### config.mk
export PLATFORM = sky130hd
export DESIGN_NAME = multicycle_ctrl_flat
export DESIGN_NICKNAME = d
export VERILOG_FILES = /design/src/rtl/multicycle_ctrl_pkg.sv /design/src/rtl/multicycle_ctrl_if.sv /design/src/rtl/multicycle_ctrl_instr_decode.sv /design/src/rtl/multicycle_ctrl.sv /design/src/flat_wrapper.sv
export SDC_FILE = /design/constraint.sdc
export NUM_CORES = 1
export LEC_CHECK = 0
export ABC_AREA = 1
export BUFFER_PORTS_ARGS = -buffer_cell sky130_fd_sc_hd__clkbuf_2
export CORE_AREA = 2 2 53 55
export CTS_CLUSTER_SIZE = 14
export DETAILED_ROUTE_END_ITERATION = 8
export DIE_AREA = 0 0 55 57
export PLACE_DENSITY = 0.82
export RECOVER_POWER = 100
export SYNTH_ARGS = -nofsm -noshare
export SYNTH_HDL_FRONTEND = slang
export SYNTH_SLANG_ARGS = --single-unit
export TNS_END_PERCENT = 50
### constraint.sdc
create_clock -name clk -period 3.1 [get_ports clk]
set_clock_uncertainty 0.1 [all_clocks]
set_input_delay 0.31 -clock clk [delete_from_list [all_inputs] [get_ports clk]]
set_output_delay 0.31 -clock clk [all_outputs]
set_load 0.01 [all_outputs]
### src/rtl/multicycle_ctrl_pkg.sv
// Shared types and constants for the LEGv8-subset multi-cycle controller.
package multicycle_ctrl_pkg;

   typedef enum logic [2:0] {BOOT, FETCH, DECODE, EXEC, MEM, WB, HALT} ctrl_state_t;

   typedef enum logic [2:0] {
      IC_ILLEGAL, IC_ADD, IC_SUB, IC_LDUR, IC_STUR, IC_B, IC_CBZ
   } instr_class_t;

   typedef enum logic [1:0] {
      FAULT_NONE    = 2'b00,
      FAULT_ILLEGAL = 2'b01,
      FAULT_TIMEOUT = 2'b10
   } fault_t;

   // Opcode patterns/masks over instr[31:21]
   localparam logic [10:0] OPC_ADD  = 11'b10001011000;
   localparam logic [10:0] OPC_SUB  = 11'b11001011000;
   localparam logic [10:0] OPC_LDUR = 11'b11111000010;
   localparam logic [10:0] OPC_STUR = 11'b11111000000;
   localparam logic [10:0] OPC_B    = 11'b00010100000;
   localparam logic [10:0] MASK_B   = 11'b11111100000;
   localparam logic [10:0] OPC_CBZ  = 11'b10110100000;
   localparam logic [10:0] MASK_CBZ = 11'b11111111000;

   localparam logic [2:0] ALU_PASS_B = 3'b000;
   localparam logic [2:0] ALU_ADD    = 3'b010;
   localparam logic [2:0] ALU_SUB    = 3'b011;

   typedef struct packed {
      instr_class_t cls;
      logic         reg2loc;
      logic         alu_src;
      logic         mem_to_reg;
      logic [2:0]   alu_op;
   } decode_t;

   function automatic logic op_match(logic [10:0] opc, logic [10:0] pat, logic [10:0] mask);
      return (opc & mask) == pat;
   endfunction

endpackage

### src/rtl/multicycle_ctrl_if.sv
// Instruction/data memory request-ready handshake bundle.
interface multicycle_ctrl_if;
   logic        imem_req;
   logic        imem_ready;
   logic [31:0] instr;
   logic        dmem_req;
   logic        dmem_ready;

   modport master (output imem_req, dmem_req, input imem_ready, dmem_ready, instr);
   modport slave  (input imem_req, dmem_req, output imem_ready, dmem_ready, instr);
endinterface

### src/rtl/multicycle_ctrl_instr_decode.sv
// Combinational opcode classifier producing the per-instruction static selects.
module instr_decode
   import multicycle_ctrl_pkg::*;
(
   input  logic [10:0] opcode,
   output decode_t     dec
);

   always_comb begin
      dec        = '0;
      dec.cls    = IC_ILLEGAL;
      dec.alu_op = ALU_PASS_B;
      if (opcode == OPC_ADD) begin
         dec.cls     = IC_ADD;
         dec.reg2loc = 1'b1;
         dec.alu_op  = ALU_ADD;
      end else if (opcode == OPC_SUB) begin
         dec.cls     = IC_SUB;
         dec.reg2loc = 1'b1;
         dec.alu_op  = ALU_SUB;
      end else if (opcode == OPC_LDUR) begin
         dec.cls        = IC_LDUR;
         dec.alu_src    = 1'b1;
         dec.mem_to_reg = 1'b1;
         dec.alu_op     = ALU_ADD;
      end else if (opcode == OPC_STUR) begin
         dec.cls     = IC_STUR;
         dec.alu_src = 1'b1;
         dec.alu_op  = ALU_ADD;
      end else if (op_match(opcode, OPC_B, MASK_B)) begin
         dec.cls = IC_B;
      end else if (op_match(opcode, OPC_CBZ, MASK_CBZ)) begin
         dec.cls = IC_CBZ;
      end
   end

endmodule

### src/rtl/multicycle_ctrl.sv
// Multi-cycle sequencer: FSM, decode latch, memory-wait timeout.
// Optional PERF_CNT_EN adds cycle/retire counters.
module multicycle_ctrl
   import multicycle_ctrl_pkg::*;
#(
   parameter int unsigned ALUOP_W     = 3,
   parameter int unsigned MEM_TIMEOUT = 15,
   parameter int unsigned CNT_W       = 32
) (
   input  logic               clk,
   input  logic               reset,
   multicycle_ctrl_if.master  mem,
   input  logic               zero,
   output logic               ir_load,
   output logic               pc_write,
   output logic               reg2loc,
   output logic               alu_src,
   output logic               mem_to_reg,
   output logic               uncond_br,
   output logic               br_taken,
   output logic               reg_write,
   output logic               mem_write,
   output logic [ALUOP_W-1:0] alu_op,
   output logic               halted,
   output logic [1:0]         fault
`ifdef PERF_CNT_EN
   ,
   output logic [CNT_W-1:0]   cyc_cnt,
   output logic [CNT_W-1:0]   ret_cnt
`endif
);

   localparam int unsigned WAIT_W = (MEM_TIMEOUT > 1) ? $clog2(MEM_TIMEOUT) : 1;

   ctrl_state_t       state_q, state_d;
   decode_t           dec_q, dec_d, dec_new;
   fault_t            fault_q, fault_d;
   logic [WAIT_W-1:0] wait_cnt_q, wait_cnt_d;
   logic              timeout_hit;

   instr_decode u_decode (
      .opcode (mem.instr[31:21]),
      .dec    (dec_new)
   );

   always_ff @(posedge clk) begin
      if (reset) begin
         state_q    <= BOOT;
         dec_q      <= '0;
         fault_q    <= FAULT_NONE;
         wait_cnt_q <= '0;
      end else begin
         state_q    <= state_d;
         dec_q      <= dec_d;
         fault_q    <= fault_d;
         wait_cnt_q <= wait_cnt_d;
      end
   end

   always_comb begin
      timeout_hit = (MEM_TIMEOUT != 0) && (wait_cnt_q == WAIT_W'(MEM_TIMEOUT - 1));
   end

   always_comb begin
      state_d    = state_q;
      dec_d      = dec_q;
      fault_d    = fault_q;
      wait_cnt_d = wait_cnt_q;
      unique case (state_q)
         BOOT:   state_d = FETCH;
         FETCH: begin
            if (mem.imem_ready) begin
               dec_d   = dec_new;
               state_d = DECODE;
            end else if (timeout_hit) begin
               fault_d = FAULT_TIMEOUT;
               state_d = HALT;
            end else begin
               wait_cnt_d = wait_cnt_q + WAIT_W'(1);
            end
         end
         DECODE: begin
            if (dec_q.cls == IC_ILLEGAL) begin
               fault_d = FAULT_ILLEGAL;
               state_d = HALT;
            end else begin
               state_d = EXEC;
            end
         end
         EXEC: begin
            unique case (dec_q.cls)
               IC_ADD, IC_SUB:   state_d = WB;
               IC_LDUR, IC_STUR: state_d = MEM;
               default:          state_d = FETCH;
            endcase
         end
         MEM: begin
            if (mem.dmem_ready) begin
               state_d = (dec_q.cls == IC_LDUR) ? WB : FETCH;
            end else if (timeout_hit) begin
               fault_d = FAULT_TIMEOUT;
               state_d = HALT;
            end else begin
               wait_cnt_d = wait_cnt_q + WAIT_W'(1);
            end
         end
         WB:      state_d = FETCH;
         default: state_d = HALT;
      endcase
      // Any state change (only ever into FETCH/MEM matters) restarts the wait window
      if (state_d != state_q) wait_cnt_d = '0;
   end

   always_comb begin
      mem.imem_req = 1'b0;
      mem.dmem_req = 1'b0;
      ir_load      = 1'b0;
      pc_write     = 1'b0;
      reg2loc      = 1'b0;
      alu_src      = 1'b0;
      mem_to_reg   = 1'b0;
      uncond_br    = 1'b0;
      br_taken     = 1'b0;
      reg_write    = 1'b0;
      mem_write    = 1'b0;
      alu_op       = '0;
      halted       = (state_q == HALT);
      fault        = fault_q;
      if (state_q inside {DECODE, EXEC, MEM, WB}) begin
         reg2loc    = dec_q.reg2loc;
         alu_src    = dec_q.alu_src;
         mem_to_reg = dec_q.mem_to_reg;
         alu_op     = ALUOP_W'(dec_q.alu_op);
      end
      unique case (state_q)
         FETCH: begin
            mem.imem_req = 1'b1;
            ir_load      = mem.imem_ready;
         end
         EXEC: begin
            if (dec_q.cls == IC_B) begin
               pc_write  = 1'b1;
               br_taken  = 1'b1;
               uncond_br = 1'b1;
            end else if (dec_q.cls == IC_CBZ) begin
               pc_write = 1'b1;
               br_taken = zero;
            end
         end
         MEM: begin
            mem.dmem_req = 1'b1;
            mem_write    = (dec_q.cls == IC_STUR);
            pc_write     = mem.dmem_ready && (dec_q.cls == IC_STUR);
         end
         WB: begin
            reg_write = 1'b1;
            pc_write  = 1'b1;
         end
         default: ;
      endcase
   end

`ifdef PERF_CNT_EN
   logic [CNT_W-1:0] cyc_cnt_q, cyc_cnt_d, ret_cnt_q, ret_cnt_d;

   always_comb begin
      cyc_cnt_d = cyc_cnt_q;
      ret_cnt_d = ret_cnt_q;
      if (state_q != BOOT && state_q != HALT) cyc_cnt_d = cyc_cnt_q + CNT_W'(1);
      if (pc_write) ret_cnt_d = ret_cnt_q + CNT_W'(1);
   end

   always_ff @(posedge clk) begin
      if (reset) begin
         cyc_cnt_q <= '0;
         ret_cnt_q <= '0;
      end else begin
         cyc_cnt_q <= cyc_cnt_d;
         ret_cnt_q <= ret_cnt_d;
      end
   end

   always_comb begin
      cyc_cnt = cyc_cnt_q;
      ret_cnt = ret_cnt_q;
   end
`endif

endmodule

### src/flat_wrapper.sv
// flat-port wrapper written by rule: the top's interface ports become plain ports
module multicycle_ctrl_flat import multicycle_ctrl_pkg::*;
#(
   parameter int unsigned ALUOP_W     = 3,
   parameter int unsigned MEM_TIMEOUT = 15,
   parameter int unsigned CNT_W       = 32
)
  (clk, reset, zero, ir_load, pc_write, reg2loc, alu_src, mem_to_reg, uncond_br, br_taken, reg_write, mem_write, alu_op, halted, fault, mem_imem_req, mem_dmem_req, mem_imem_ready, mem_dmem_ready, mem_instr);
  multicycle_ctrl_if mem_i ();
  input  logic clk;
  input  logic reset;
  input  logic zero;
  output logic ir_load;
  output logic pc_write;
  output logic reg2loc;
  output logic alu_src;
  output logic mem_to_reg;
  output logic uncond_br;
  output logic br_taken;
  output logic reg_write;
  output logic mem_write;
  output logic [ALUOP_W-1:0] alu_op;
  output logic halted;
  output logic [1:0] fault;
  output wire logic [$bits(mem_i.imem_req)-1:0] mem_imem_req;
  output wire logic [$bits(mem_i.dmem_req)-1:0] mem_dmem_req;
  input wire logic [$bits(mem_i.imem_ready)-1:0] mem_imem_ready;
  input wire logic [$bits(mem_i.dmem_ready)-1:0] mem_dmem_ready;
  input wire logic [$bits(mem_i.instr)-1:0] mem_instr;
  assign mem_imem_req = mem_i.imem_req;
  assign mem_dmem_req = mem_i.dmem_req;
  assign mem_i.imem_ready = mem_imem_ready;
  assign mem_i.dmem_ready = mem_dmem_ready;
  assign mem_i.instr = mem_instr;
  multicycle_ctrl #(.ALUOP_W(ALUOP_W), .MEM_TIMEOUT(MEM_TIMEOUT), .CNT_W(CNT_W)) u_core (.clk(clk), .reset(reset), .mem(mem_i), .zero(zero), .ir_load(ir_load), .pc_write(pc_write), .reg2loc(reg2loc), .alu_src(alu_src), .mem_to_reg(mem_to_reg), .uncond_br(uncond_br), .br_taken(br_taken), .reg_write(reg_write), .mem_write(mem_write), .alu_op(alu_op), .halted(halted), .fault(fault));
endmodule
After elaboration in Yosys (flattened, before gate mapping)
Index checks and enable logic that the tools add are counted.
- bits in registers: 18
- latch bits: 0
- memory bits (writable): 0
- memory bits (read-only): 0
- bits of input ports: 37
- logic and storage cells: 94
- memories: 0
- $add $sub $neg: 1
- multipliers: 0
- divide/modulo/power cells: 0
- order comparisons: 0
- equality and inequality tests: 23
- shifts and indexed selects: 0
- muxes and demuxes: 49
- bitwise logic cells: 0
- reduce and logical (&&, ||, !) cells: 13
- operators with widths (operator ; number):
    $eq 11x11->1 const B ; 4
    $mux 3 ; 12
    $mux 1 ; 19
    $eq 3x3->1 const B ; 6
    $mux 2 ; 9
    $mux 4 ; 4
    $pmux 3 s5 ; 1
    $eq 3x2->1 const B ; 4
    $eq 8x8->1 const B ; 1
    $pmux 4 s2 ; 1
    $reduce_or 2->1 ; 4
    $eq 3x1->1 const B ; 2
    $eq 6x3->1 const B ; 1
    $logic_not 3->1 ; 2
    $pmux 2 s3 ; 1
    $pmux 3 s2 ; 1
    $add 4x1->4 const B ; 1
    $eq 4x4->1 const B ; 1
    $ne 2x2->1 const B ; 2
    $reduce_and 4->1 ; 1
    $reduce_bool 4->1 ; 1
    $ne 3x3->1 ; 1
    $pmux 1 s3 ; 1
    $reduce_and 3->1 ; 1
    5 further kinds ; 5

Longest topological paths before layout
Gate-level depths: netlist (run 1).
- depth in word-level cells: 7
- mapped depth: 12
- mapped depth without buffers: 12

By module
From an unflattened synthesis (run 1), not the netlist that was laid out.
- cell total of the unflattened synthesis: 228
- area, all modules: 1395.1 um^2
- by module, submodules not included (module ; times used ; cells an instance ; area an instance (um^2) ; seq. area each (um^2)):
    multicycle_ctrl ; 1 ; 171 ; 1131.1 ; 360.3
    instr_decode ; 1 ; 57 ; 264.0 ; 0.0

Least setup slack after synthesis (run 1)
Ideal clock, no wire load.
- kind: register -> register
- from: register u_core.wait_cnt_q[0]
- to: register u_core.wait_cnt_q[0]
- arrival time: 1.276 ns
- required time: 2.884 ns
- setup slack: 1.608 ns
- cell stages (with the launch flop): 12
- clock period less this slack: 1.492 ns
- path through: dfxtp_1 > inv_1 > ha_1 > nand2_1 > nor2_1 > o21ai_0 > nand2_1 > nand3_1 > nand2_1 > nor2_1 > nand2_1 > nor2_1
- cells in the longest elaborated chain, start to end: 6
- elaborated cells between the ends (all ways): 12
- RTL lines (item ; RTL line ; text):
    from (decl) ; multicycle_ctrl.sv:38 ; logic [WAIT_W-1:0] wait_cnt_q, wait_cnt_d;
    from (signal assigned) ; multicycle_ctrl.sv:56 ; wait_cnt_q <= wait_cnt_d;
    $eq 4x4->1 ; multicycle_ctrl.sv:61 ; timeout_hit = (MEM_TIMEOUT != 0) && (wait_cnt_q == WAIT_W'(MEM_TIMEOUT - 1));
    $mux 3 ; multicycle_ctrl.sv:75, multicycle_ctrl.sv:100 ;
    $mux 3, on equally long branches ; multicycle_ctrl.sv:98, multicycle_ctrl.sv:72 ;
    $pmux 3 s5 ; multicycle_ctrl.sv:69 ; unique case (state_q)
    $ne 3x3->1 ; multicycle_ctrl.sv:111 ; if (state_d != state_q) wait_cnt_d = '0;
    $reduce_or 2->1 (no line) ; n/a ;
Parallel ways exist; a longest one is shown, timed or not. The select of a mux whose other input is x is not followed.
A chain may end at the register's enable or synchronous reset.

Final worst setup path (run 1)
- from: register u_core.state_q[0]
- to: register u_core.wait_cnt_q[3]
- cells in the longest elaborated chain, start to end: 5
- elaborated cells between the ends (all ways): 18
- RTL lines (item ; RTL line ; text):
    from (decl) ; multicycle_ctrl.sv:35 ; ctrl_state_t state_q, state_d;
    from (signal assigned) ; multicycle_ctrl.sv:53 ; state_q <= state_d;
    $eq 3x3->1 (tied with other cells) ; multicycle_ctrl.sv:69 ;
    $reduce_or 2->1 (no line) (tied with other cells) ; n/a ;
    $pmux 3 s5 ; multicycle_ctrl.sv:69 ;
    $ne 3x3->1 ; multicycle_ctrl.sv:111 ;
    $reduce_or 2->1 (no line) ; n/a ;
Parallel ways exist; a longest one is shown, timed or not.

==> flow_metrics.tcl, run 1 <==
set metrics [dict create \
    reg2regPathDepth 9 \
    cts.path.max_buffers 2 \
    gp_congestion 0.863 \
    grt_max_degree 14 \
    pwr_density_cell_nw_per_um2 381 \
    clkSinkCount 17 \
    r2r_start "u_core.state_q[0]" \
    grt.overflow.total 0 \
    wl_met1_mm 1.25 \
    dpl_cell_area_sq_um 1410 \
    rsz0062_at_grt "false" \
    finalHoldViolations 0 \
    wl_met2_mm 1.32 \
    drc_errors 0 \
    most-common-layout-cells "nand2_1 (53), nor2_1 (31), inv_1 (29)" \
    ys_warn_count 0 \
    power_w 0.000534 \
    fin_crit_sh 0.755 \
    dr_wl_met3_microns 145 \
    setup.reg_to_reg.worst_slack_ps 760 \
    die_x_microns 55 \
    path_clk_slew_ps 100 \
    fin_cells 273 \
    required_ps 3190 \
    h-tree-depth 1 \
    fmax_mhz 427 \
    ys_ff_latch 17 \
    nets 282 \
    hold_slack_ps 239 \
    setup.worst_path.end_class "register" \
    initial_core_util 0.480 \
    drt-total-wl_mm 2.73 \
    clk_latency_ps 290 \
    ant_nets 0 \
    viasPerCell 5.00 \
    wl_per_cell_microns 10.0 \
    hpwl_mm 2.17 \
    syn_area_per_cell_sq_um 5.93 \
    hold_class "in2reg" \
    antenna_cells 0 \
    dieHeight_microns 57 \
    dp_cells 269 \
    crit_path_start_kind "register" \
    cts_tree "built" \
    synth_area_leaders "dfxtp_1 (27%), nand2_1 (15%), nor2_1 (9.0%)" \
    path_max_fanout 13 \
    yosysTopAreaCellShare 0.271 \
    hold_depth 2 \
    ctsResizeCount 0 \
    syn_inst 212 \
    layout_commonest_cell "nand2_1" \
    ir_drop_uv 219 \
    maxCapViolCount 0 \
    grt_pass1_wl_mm 4.51 \
    die_area_sq_um 3140 \
    synthesis.area_sq_um 1260 \
    ys_types 27 \
    yosysSeqAreaShare 0.271 \
    path_class "reg2reg" \
    numCtsBuffers 3 \
    detail_route.first_pass.iterations 4 \
    highest_layer "met4" \
    worstReg2RegEnd "u_core.wait_cnt_q[3]" \
    drt_iter0_drc 42 \
    fin_setup_tns_ps 0 \
    grt_pass1_vias 1138 \
    cts-root-buf "clkbuf_4" \
    post_cts_buffers 0 \
    row_count 19 \
    io_pins 54 \
    area.growth.synth_to_final_pct 11.6 \
    syn_nets 251 \
    final_area_sq_um 1400 \
    setup-violations-final 0 \
    portBuffers 31 \
    drv_slew 0 \
    grt_util_all_layers 0.188 \
    num_vias 1365 \
    hold_buffers 0 \
    whs_endpoint "u_core.dec_q[4]" \
    yosysTopAreaCell "dfxtp_1" \
    status "finished, final reports clean" \
    antenna_found_initial 0 \
    fin_crit_ps 2340 \
    fp.coreArea_sq_um 2620 \
    cp_data_arrival_time_ps 2430 \
    drive_gt1_frac 0.124 \
    p_leak_nw 0.691 \
    hold_start "reset" \
]
## state kept, by name, summed over array words and instances (netlist names)
signal and flops:
u_core.dec_q 8, u_core.state_q 3, u_core.fault 2, u_core.wait_cnt_q 4
## power by group
part	switching (W)	internal [W]	total, W
sequential	0.0000202	0.000232	0.000253
combinational	0.000109	0.0000542	0.000163
clock	0.0000703	0.0000480	0.000118
total	0.000199	0.000335	0.000534
## kinds of logic after synthesis
family,share of synthesized area
AOI/OAI and AO/OA,0.111
xor gates and xnor gates,0.0139
adders and majority gates,0.0199
buffers and inverters,0.133
DFF,0.271
other,0.00299
and+or+nand+nor,0.448
## worst max path at each step
stage / from / endpoint / cells after the start
3_3_place_gp: u_core.state_q[0] / u_core.wait_cnt_q[3] / 9
4_1_cts: u_core.state_q[0] / alu_op[1] / 5
6_report: u_core.state_q[0] / u_core.wait_cnt_q[3] / 9
3_5_place_dp: u_core.state_q[0] / u_core.wait_cnt_q[3] / 9
5_1_grt: u_core.state_q[0] / u_core.wait_cnt_q[2] / 8
2_1_floorplan: u_core.wait_cnt_q[0] / u_core.wait_cnt_q[0] / 11
## synthesized netlist by cell type
| cell type | n |
|---|---|
| nand2_2 | 3 |
| nand3_2 | 2 |
| inv_2 | 2 |
| buf_4 | 1 |
| nor2_4 | 1 |
| inv_4 | 2 |
| ha_1 | 2 |
| o21ai_0 | 12 |
| nor2_2 | 3 |
| a21oi_2 | 1 |
| nand2_1 | 51 |
| conb_1 | 1 |
| a21oi_1 | 13 |
| buf_6 | 2 |
| nor4_1 | 4 |
| nand4_1 | 6 |
| clkbuf_1 | 1 |
| nand3b_1 | 1 |
| nor2_1 | 30 |
| dfxtp_1 | 17 |
| xor2_1 | 1 |
| o21ai_1 | 1 |
| xnor2_1 | 1 |
| buf_2 | 1 |
| nand3_1 | 17 |
| nor3_1 | 7 |
| inv_1 | 29 |
## stage by stage
step	util	setup WS, ps
after floorplan	-	1610
after CTS	0.550	1000
after global routing	0.536	450
after detailed placement	0.540	1280
final	0.536	761
after global placement	0.540	1290
## per-layer routing
layer / track usage / vias up
met2: 0.296 / 35
met1: 0.255 / 590
met3: 0.0262 / 2
li1: - / 738
met5: 0 / -
met4: 0.0767 / 0
## worst max-delay path, stage by stage (launching register included)
cell	delay (ps)
dfxtp_1	580
nand3_1	290
nor2_4	310
clkinvlp_2	360
nand3_1	330
nor2_1	70
nand2_1	60
nand2_1	50
inv_1	50
nor2_1	30
## cell type report
class | instances | area, sq um
Inverter | 33 | 126
Clock inverter | 1 | 5.00
Fill cell | 302 | 1210
Multi-Input combinational cell | 157 | 731
Tap cell | 31 | 38.8
Timing Repair Buffer | 31 | 138
Clock buffer | 3 | 22.5
Sequential cell | 17 | 340
(Power assumes the default switching activity.)
==> run 2: changes to the inputs <==
--- a/config.mk
+++ b/config.mk
@@ -5,13 +5,13 @@
 export SDC_FILE = /design/constraint.sdc
 export NUM_CORES = 1
 export LEC_CHECK = 0
-export ABC_AREA = 1
+export ABC_AREA = 0
 export BUFFER_PORTS_ARGS = -buffer_cell sky130_fd_sc_hd__clkbuf_2
-export CORE_AREA = 2 2 53 55
+export CORE_AREA = 2 2 55 57
 export CTS_CLUSTER_SIZE = 14
 export DETAILED_ROUTE_END_ITERATION = 8
-export DIE_AREA = 0 0 55 57
-export PLACE_DENSITY = 0.82
+export DIE_AREA = 0 0 57 59
+export PLACE_DENSITY = 0.76
 export RECOVER_POWER = 100
 export SYNTH_ARGS = -nofsm -noshare
 export SYNTH_HDL_FRONTEND = slang
==> constraint.sdc (replaced) <==
create_clock -name clk -period 2.17 [get_ports clk]
set_clock_uncertainty 0.1 [all_clocks]
set_input_delay 0.217 -clock clk [delete_from_list [all_inputs] [get_ports clk]]
set_output_delay 0.217 -clock clk [all_outputs]
set_load 0.01 [all_outputs]
==> run 2 against run 1 <==
Against the previous run:
- utilization fell by 1.3 points
- hold slack lost 130 ps
- register-to-register slack worse by 550 ps
- sequential power up 37%
- count of clock-buffer cells in the layout stayed put
- critical path depth is 3 lower
- largest cell class unchanged
- worst setup slack got worse by 580 ps
- sequential share of layout area shrank 0.081 points
- power up 31%
- final area is 1.1% higher
- largest power group unchanged
- highest routed layer unchanged
- global-route usage is 0.38 points higher
- combinational power up 7%
==> flow_metrics.tcl, run 2 <==
set metrics [dict create \
    status "finished, final reports clean" \
    final_area_sq_um 1420 \
    synth_commonest_cells "nor2_1 (21), dfxtp_1 (17), a21oi_1 (13)" \
    ant_nets 0 \
    max-slew-margin-rel 0.623 \
    grt.overflow.total 0 \
    fin_cells 223 \
    largest_reg_flops 8 \
    portBuffers 31 \
    drc_errors 0 \
    grt_pass1_wl_mm 5.24 \
    grt_max_degree 17 \
    ys_types 52 \
    layout_setup_ws_ps 185 \
    die_area_sq_um 3360 \
    pre_cts_ws_ps 285 \
    syn_inst 163 \
    antenna_cells 0 \
    ys_ff_latch 17 \
    rsz0062_at_grt "false" \
    setup-violations-final 0 \
    utilization 0.523 \
    synth-xor-area-share 0.0283 \
    cts-root-buf "clkbuf_4" \
    fill_cells 291 \
    fp.coreArea_sq_um 2710 \
    wl_met2_mm 1.49 \
    hold_class "in2reg" \
    numCtsBuffers 3 \
    die_x_microns 57 \
    fin_crit_sh 0.915 \
    wl_met1_mm 1.37 \
    synth.most_common_cell "nor2_1" \
    path_class "reg2out" \
    synthAdderAreaFrac 0.0202 \
    drt-total-wl_mm 3.05 \
    row_count 19 \
    synthMuxAreaShare 0 \
    yosysTopAreaCellShare 0.275 \
    synth-simple-area-share 0.373 \
    drt_iter0_drc 66 \
    power_w 0.000701 \
    synth_top_family_by_area "simple AND/OR/NAND/NOR gates" \
    hpwl_mm 2.33 \
    initial_core_util 0.457 \
    ir_drop_uv 361 \
    dr_wl_met3_microns 167 \
    setup.worst_path.end_class "output pin" \
    hold_depth 3 \
    io_pins 54 \
    synthesis.area_sq_um 1240 \
    fmax_mhz 504 \
    area.growth.synth_to_final_pct 14.5 \
    synth_async_sr_flop_share 0 \
    grt_pass1_vias 1217 \
    yosysSeqAreaShare 0.275 \
    dominantRegCellSynth "dfxtp_1" \
    worstReg2RegEnd "u_core.wait_cnt_q[2]" \
    path_max_fanout 11 \
    drv_slew 0 \
    num_vias 1316 \
    highest_layer "met4" \
    clk_latency_ps 300 \
    synth_area_leaders "dfxtp_1 (28%), nor2_1 (6.4%), a21oi_1 (5.3%)" \
    ys_warn_count 0 \
    gp_congestion 0.846 \
    synth_edf_count 0 \
    wl_per_cell_microns 13.7 \
    cp_data_arrival_time_ps 1670 \
    syn_nets 202 \
    reg2regPathDepth 6 \
    setup.reg_to_reg.worst_slack_ps 210 \
    layout_commonest_cell "clkbuf_2" \
    clkSinkCount 17 \
    dp_cells 219 \
    maxCapViolCount 0 \
    p_leak_nw 0.565 \
    viasPerCell 5.90 \
    reg.largest.list "u_core.dec_q x8, u_core.wait_cnt_q x4, u_core.state_q x3" \
    most-common-layout-cells "clkbuf_2 (24), nor2_1 (21), dfxtp_1 (15)" \
    nets 232 \
    post_cts_buffers 0 \
    r2r_start "u_core.state_q[1]" \
    whs_endpoint "u_core.dec_q[3]" \
    finalHoldViolations 0 \
    required_ps 1850 \
    worstMarginPinSlew_ps 558 \
    cts.path.max_buffers 2 \
    crit_path_start_kind "register" \
    dpl_cell_area_sq_um 1390 \
    regMostFlops "u_core.dec_q" \
    detail_route.first_pass.iterations 4 \
    hold_buffers 0 \
    pwr_density_cell_nw_per_um2 495 \
    yosysTopAreaCell "dfxtp_1" \
    syn_area_per_cell_sq_um 7.59 \
    dieHeight_microns 59 \
    path_clk_slew_ps 120 \
    grt_util_all_layers 0.192 \
    cts_tree "built" \
    drive_gt1_frac 0.214 \
    fin_crit_ps 1980 \
    h-tree-depth 1 \
    synth-compound-area-share 0.224 \
    hold_start "mem_instr[22]" \
    antenna_found_initial 0 \
]
==> run 2: cell types whose count changed in the layout (fill, tap and decap cells not counted), sizes merged, moves of 4 or more <==
cell | before | now
a21o | 0 | 4
nand2b | 0 | 4
o21ai | 13 | 8
nand2 | 54 | 11
nand3 | 19 | 7
nor2 | 34 | 21
and2 | 0 | 7
inv | 31 | 8
nand4 | 6 | 1
==> run 2: worst max-delay path by stage <==
stage / from / end / slack (ps) / depth (start not counted)
after floorplan: u_core.state_q[1] / pc_write / 530 / 6
after global placement: u_core.state_q[0] / u_core.wait_cnt_q[1] / 330 / 5
after detailed placement: u_core.state_q[0] / u_core.wait_cnt_q[0] / 290 / 5
after CTS: u_core.state_q[0] / pc_write / -4 / 6
after global routing: u_core.state_q[1] / u_core.wait_cnt_q[1] / 20 / 6
final: u_core.state_q[0] / pc_write / 190 / 6
==> run 2: metal layers <==
layer,vias to the layer above,GRT usage
met5,-,0
met4,0,0.0864
met3,2,0.0240
met2,49,0.323
met1,616,0.247
li1,649,-
==> run 2: repair_timing <==
action	4_1_cts	5_1_grt
resized for setup	0	4
endpoints found under the hold margin	0	0
cloned	0	0
endpoints found under the setup margin	1	2
==> run 2: final cells by class <==
cell class,count,area [sq um],share of cell area
Clock inverter,1,5.00,0.00353
Inverter,9,33.8,0.0239
Tap cell,31,38.8,0.0274
Timing Repair Buffer,34,169,0.119
Multi-Input combinational cell,128,805,0.568
Sequential cell,17,343,0.242
Clock buffer,3,22.5,0.0159
==> run 2: stage by stage <==
stage               TNS, ps  hold WS (ps)
floorplan                 0           195
global placement          0           337
detailed placement        0           348
CTS                   -4.34           116
global route              0           117
finish                    0           113
==> run 2: cells by family after synthesis <==
group,after synthesis
adders and majority gates,2
xor gates and xnor gates,4
other,1
DFF,17
and+or+nand+nor,79
buffers and inverters,18
AOI/OAI and AO/OA,42
==> run 2: report_power, final <==
group	switching, W	leakage [nW]	internal, W
Clock	0.000112	0.0177	0.0000685
Sequential	0.0000220	0.139	0.000324
Combinational	0.000102	0.409	0.0000740
==> run 2: worst max-delay path, cell delays in order, from the launching register on <==
cell	delay (ps)
dfxtp_2	450
nor2b_4	260
nand3_1	120
a21boi_0	150
o21ai_0	150
a21o_1	140
clkbuf_2	120
